$ cat config.mk
export PLATFORM = sky130hd
export DESIGN_NAME = sync_fifo_wc
export DESIGN_NICKNAME = d
export VERILOG_FILES = /design/src/rtl/sync_fifo_wc.sv
export SDC_FILE = /design/constraint.sdc
export NUM_CORES = 1
export LEC_CHECK = 0
export CAP_MARGIN = 0
export CORE_ASPECT_RATIO = 1.75
export CORE_MARGIN = 4
export CORE_UTILIZATION = 45
export DETAILED_ROUTE_END_ITERATION = 8
export PLACE_DENSITY = 0.66
export SYNTH_ARGS = -nofsm -noshare
export SYNTH_HDL_FRONTEND = slang
export SYNTH_SLANG_ARGS = --single-unit
$ cat constraint.sdc
create_clock -name clk -period 4.8 [get_ports clk]
set_input_delay 1.2 -clock clk [delete_from_list [all_inputs] [get_ports clk]]
set_output_delay 1.2 -clock clk [all_outputs]
set_load 0.005 [all_outputs]
$ cat src/rtl/sync_fifo_wc.sv
// Single-clock width-converting FIFO; storage and pointers are kept in narrow units.
// Define SYNC_FIFO_WC_ERR_EN to enable the sticky overflow/underflow flags.
module sync_fifo_wc #(
  parameter int DEPTH     = 8,
  parameter int WRWIDTH   = 16,
  parameter int RDWIDTH   = 4,
  parameter int AF_THRESH = DEPTH * ((WRWIDTH > RDWIDTH) ? (WRWIDTH / RDWIDTH) : (RDWIDTH / WRWIDTH))
                          - ((WRWIDTH > RDWIDTH) ? (WRWIDTH / RDWIDTH) : (RDWIDTH / WRWIDTH)),
  parameter int AE_THRESH = (WRWIDTH > RDWIDTH) ? (WRWIDTH / RDWIDTH) : (RDWIDTH / WRWIDTH)
) (
  input  logic               clk,
  input  logic               rst,
  input  logic               wr_ea,
  input  logic [WRWIDTH-1:0] din,
  input  logic               rd_ea,
  output logic [RDWIDTH-1:0] dout,
  output logic               rd_valid,
  output logic               full,
  output logic               empty,
  output logic               almost_full,
  output logic               almost_empty,
  output logic [$clog2(DEPTH * ((WRWIDTH > RDWIDTH) ? (WRWIDTH / RDWIDTH) : (RDWIDTH / WRWIDTH))):0] count,
  output logic               overflow,
  output logic               underflow
);
  localparam int NARROW = (WRWIDTH < RDWIDTH) ? WRWIDTH : RDWIDTH;
  localparam int RATIO  = (WRWIDTH > RDWIDTH) ? (WRWIDTH / RDWIDTH) : (RDWIDTH / WRWIDTH);
  localparam int CAP    = DEPTH * RATIO;
  localparam int WU     = WRWIDTH / NARROW;
  localparam int RU     = RDWIDTH / NARROW;
  localparam int AW     = $clog2(CAP);
  localparam int PW     = AW + 1;

  localparam logic [PW-1:0] CAP_L = PW'(CAP);
  localparam logic [PW-1:0] WU_L  = PW'(WU);
  localparam logic [PW-1:0] RU_L  = PW'(RU);
  localparam logic [PW-1:0] AF_L  = PW'(AF_THRESH);
  localparam logic [PW-1:0] AE_L  = PW'(AE_THRESH);

  logic [NARROW-1:0]  mem [CAP];
  logic [PW-1:0]      wr_ptr_q, wr_ptr_d;
  logic [PW-1:0]      rd_ptr_q, rd_ptr_d;
  logic [RDWIDTH-1:0] dout_q, dout_d;
  logic               rd_valid_q, rd_valid_d;
  logic [PW-1:0]      cnt;
  logic [RDWIDTH-1:0] rd_word;
  logic               wr_acc, rd_acc;

  // Pointer difference modulo 2*CAP is the occupancy; the wrap bit keeps full and empty apart.
  assign cnt          = wr_ptr_q - rd_ptr_q;
  assign full         = (CAP_L - cnt) < WU_L;
  assign empty        = cnt < RU_L;
  assign almost_full  = cnt >= AF_L;
  assign almost_empty = cnt <= AE_L;
  assign count        = cnt;
  assign wr_acc       = wr_ea && !full && !rst;
  assign rd_acc       = rd_ea && !empty && !rst;
  assign dout         = dout_q;
  assign rd_valid     = rd_valid_q;

  // Oldest unit lands in the LSBs of the read word.
  genvar gi;
  generate
    for (gi = 0; gi < RU; gi++) begin : g_rd_unit
      assign rd_word[gi*NARROW +: NARROW] = mem[rd_ptr_q[AW-1:0] + AW'(gi)];
    end
  endgenerate

  always_ff @(posedge clk) begin
    if (wr_acc) begin
      for (int i = 0; i < WU; i++) begin
        mem[wr_ptr_q[AW-1:0] + AW'(i)] <= din[i*NARROW +: NARROW];
      end
    end
  end

  always_comb begin
    wr_ptr_d   = wr_ptr_q;
    rd_ptr_d   = rd_ptr_q;
    dout_d     = dout_q;
    rd_valid_d = 1'b0;
    if (wr_acc) begin
      wr_ptr_d = wr_ptr_q + WU_L;
    end
    if (rd_acc) begin
      rd_ptr_d   = rd_ptr_q + RU_L;
      dout_d     = rd_word;
      rd_valid_d = 1'b1;
    end
  end

  always_ff @(posedge clk) begin
    if (rst) begin
      wr_ptr_q   <= '0;
      rd_ptr_q   <= '0;
      dout_q     <= '0;
      rd_valid_q <= 1'b0;
    end else begin
      wr_ptr_q   <= wr_ptr_d;
      rd_ptr_q   <= rd_ptr_d;
      dout_q     <= dout_d;
      rd_valid_q <= rd_valid_d;
    end
  end

`ifdef SYNC_FIFO_WC_ERR_EN
  logic overflow_q, overflow_d;
  logic underflow_q, underflow_d;

  always_comb begin
    overflow_d  = overflow_q | (wr_ea && full);
    underflow_d = underflow_q | (rd_ea && empty);
  end

  always_ff @(posedge clk) begin
    if (rst) begin
      overflow_q  <= 1'b0;
      underflow_q <= 1'b0;
    end else begin
      overflow_q  <= overflow_d;
      underflow_q <= underflow_d;
    end
  end

  assign overflow  = overflow_q;
  assign underflow = underflow_q;
`else
  assign overflow  = 1'b0;
  assign underflow = 1'b0;
`endif

endmodule
==> results of run 1 <==
layout make-up:
class / instances / area (sq um) / area share (%)
Tap cell: 171 / 214 / 3.00
Clock buffer: 21 / 460 / 6.47
Sequential cell: 143 / 4150 / 58.2
Inverter: 7 / 26.3 / 0.369
Timing Repair Buffer: 47 / 438 / 6.15
Clock inverter: 11 / 130 / 1.83
Multi-Input combinational cell: 149 / 1710 / 24.0
metal layers:
layer	up-vias	wire (um)
met5	-	0
met4	0	321
met3	18	396
met2	70	6480
met1	1531	4160
li1	1375	-
critical path, delay by kind of cell, from the launching register on:
family / cells / cell delay, ns
AO/OA/AOI/OAI: 2 / 0.53
XOR/XNOR: 1 / 0.25
adder cells (fa/ha/maj): 1 / 0.44
buffers and inverters: 3 / 0.79
flip-flops: 1 / 0.48
AND/OR/NAND/NOR: 1 / 0.45
path summary, 6_finish.rpt:
path                                 start                   end  slack (ns)  cells after the start
setup / recovery  rd_ptr_q[2]$_SDFFE_PP0P_          almost_empty        0.25                      8
hold / removal        dout[2]$_SDFFE_PP0P_  dout[2]$_SDFFE_PP0P_        0.50                      2
setup reg to reg  rd_ptr_q[2]$_SDFFE_PP0P_   mem[9][0]$_DFFE_PP_        1.01                     10
hold reg to reg       dout[2]$_SDFFE_PP0P_  dout[2]$_SDFFE_PP0P_        0.50                      2
cell usage after synthesis (2+ instances only):
library cell	n	area share, %
a211oi_1	4	0.51
nor2_1	14	0.88
buf_1	4	0.25
xor2_1	2	0.29
mux4_2	36	14
nor4_1	2	0.21
buf_2	3	0.25
xnor2_1	4	0.59
edfxtp_1	128	65
nand3_1	2	0.17
and2_1	4	0.42
a21oi_1	8	0.67
o21ai_0	2	0.17
nand4_1	4	0.42
ha_1	6	1.3
or3_1	2	0.21
inv_1	6	0.38
nand2b_1	4	0.42
buf_4	6	0.76
a211o_1	2	0.29
o22ai_1	4	0.42
mux2i_1	11	1.9
nand2_1	8	0.51
nor2b_1	4	0.42
nor3_1	5	0.42
or2_2	2	0.21
dfxtp_1	15	5.1
clkbuf_1	4	0.25
sequential cells by signal, summed over array words and instances, names as in the netlist:
register,cells
rd_valid,1
rd_ptr_q,6
dout,4
wr_ptr_q,4
mem,128
power by group through the flow:
stage / combinational [mW] / clock [mW] / sequential, mW
finish: 1.20 / 1.28 / 1.52
global route: 1.31 / 1.37 / 1.53
CTS: 1.23 / 1.32 / 1.52
detailed placement: 1.22 / 0 / 1.55
global placement: 1.20 / 0 / 1.54
floorplan: 0.842 / 0 / 1.51
cells by family (layout without fill, tap and decap cells):
group | count (synthesis) | after routing | share of synthesized area, %
simple gates | 57 | 57 | 5.35
compound gates | 27 | 27 | 3.54
other cells | 1 | 2 | 0.0631
xor+xnor | 7 | 7 | 1.35
mux | 50 | 50 | 16.3
fa+ha+maj | 6 | 6 | 1.26
flops | 143 | 143 | 69.7
buf+inv | 26 | 86 | 2.40
==> run_results.csv, run 1 <==
group,metric,value,unit
pwr,internal_power,2.89,mW
logic_synthesis,async_flop_share,0,%
pwr,max-vdd-ir-drop,293,uV
grt,top_usage_layer,"met2",
clocking,cts_max_level,4,
clocking,cts_root_buf,"clkbuf_16",
sta,tns,0,ns
logic_synthesis,yosysUniqueCellTypes,49,
pwr,p_switching,1.12,mW
sta,tightestPinTransition,0.808,ns
floorplanning,coreArea,0.0129,sq mm
finish,drive_gt1_share,26.5,%
drt,drt-total-wl,11.4,mm
clocking,tritoncts,"yes",
grt,grt_first_pass_wirelength,18.3,mm
placed_design,io_buffers,34,
logic_synthesis,yosys_warnings,0,
logic_synthesis,yosysSeqAreaShare,69.7,%
grt,grt_usage,16.7,%
worst_setup_path,crit_chain,"inv_1, ha_1, or3b_4, o2bb2ai_2, xnor2_4, inv_2, a2111oi_0, clkdlybuf4s50_1",
worst_setup_path,critPathRequiredTime,3.60,ns
sta,hold_viol_final,0,
drt,wl_per_cell,20.7,um
pwr,p_leak,2.34,nW
clocking,cts_setup_buffers,0,
pwr,p_total,4.01,mW
worst_hold_path,worstHoldPathType,"reg -> reg",
finish,fill_cells,1037,
grt,grt_overflow,0,
logic_synthesis,synthCells,317,
placed_design,detailedPlace.worstSlack,0.690,ns
drt,via_per_inst,5.45,
drt,drt_pre_antenna_iters,4,
floorplanning,start_util,45.9,%
clocking,path_clk_slew,0.06,ns
finish,fin_area,0.00712,sq mm
placed_design,placed_cell_area,0.00653,sq mm
placed_design,place_hpwl,7.59,mm
clocking,cts_resized,0,
worst_setup_path,start_kind,"flip-flop",
sta,layout_setup_ws,0.246,ns
finish,layout_commonest_cell,"edfxtp_1",
logic_synthesis,synth_edf_count,128,
pwr,power_frac_clock,32.0,%
grt,grt_use_met3,3.96,%
finish,final_core_util,55.0,%
pwr,pwr-share-seq,37.9,%
placed_design,place.gp.congestion,0.762,
clocking,cts_buffer_depth,2,
sta,post-route-period-util,94.9,%
pwr,combPwrFrac,30.0,%
logic_synthesis,ys_ff_latch,143,
sta,setup_viol,0,
clocking,clock_latency,0.41,ns
drt,drc,0,
status,outcome,"complete, no violations",
finish,antenna_cells,0,
sta,finalHoldWorstSlack,0.498,ns
drt,ant_nets,0,
sta,relSlewSlack,45.7,%
pwr,sw_frac_of_total,27.8,%
worst_setup_path,cp_max_fo,8,
finish,layout_common_cells,"edfxtp_1, mux4_2, clkdlybuf4s50_1, clkbuf_16",
finish,nets,391,
floorplanning,row_count,55,
logic_synthesis,synth_area,0.00594,sq mm
grt,grt_use_met1,19.0,%
finish,instances_no_fill,549,
worst_setup_path,end_kind,"output port",
worst_setup_path,critical_path_class,"reg -> out",
floorplanning,die_h,160,um
logic_synthesis,synth-main-ff-cell,"edfxtp_1",
worst_setup_path,cpMaxStageDelayCell,"clkdlybuf4s50_1",
grt,grt_max_degree,28,
sta,rsz0062_at_grt,"no",
drt,drt_iter0_markers,196,
drt,via_count,2994,
worst_setup_path,crit_path_max_incr_delay,0.57,ns
grt,grtUsageMet2,29.2,%
sta,final_max_slew_viol_count,0,
placed_design,dp_cells,517,
floorplanning,die_area,0.0152,sq mm
pwr,cellPowerDensity,563,mW/mm^2
clocking,cts.sinks,143,
floorplanning,die_w,94.9,um
floorplanning,io_pins,37,
worst_setup_path,cp.arrival,3.35,ns
logic_synthesis,avgSynthCellArea,18.7,sq um
job,maxCapViolations,0,
finish,area_delta_synth_final,19.8,%
sta,clock_skew,0.0115,ns
grt,antenna_found_initial,0,
clocking,numCtsBuffers,17,
sta,fmax,220,MHz
grt,grt_pass1_vias,3239,
sta,finalCriticalPeriod,4.55,ns
clocking,hold_buffers,0,
No activity file was read; power rests on OpenSTA's default activity.
==> run 2: changes to the inputs <==
Settings changed: TNS_END_PERCENT from default to 5.
==> results of run 2 <==
No change in the layout: final DEF, timing and power equal those of run 1.
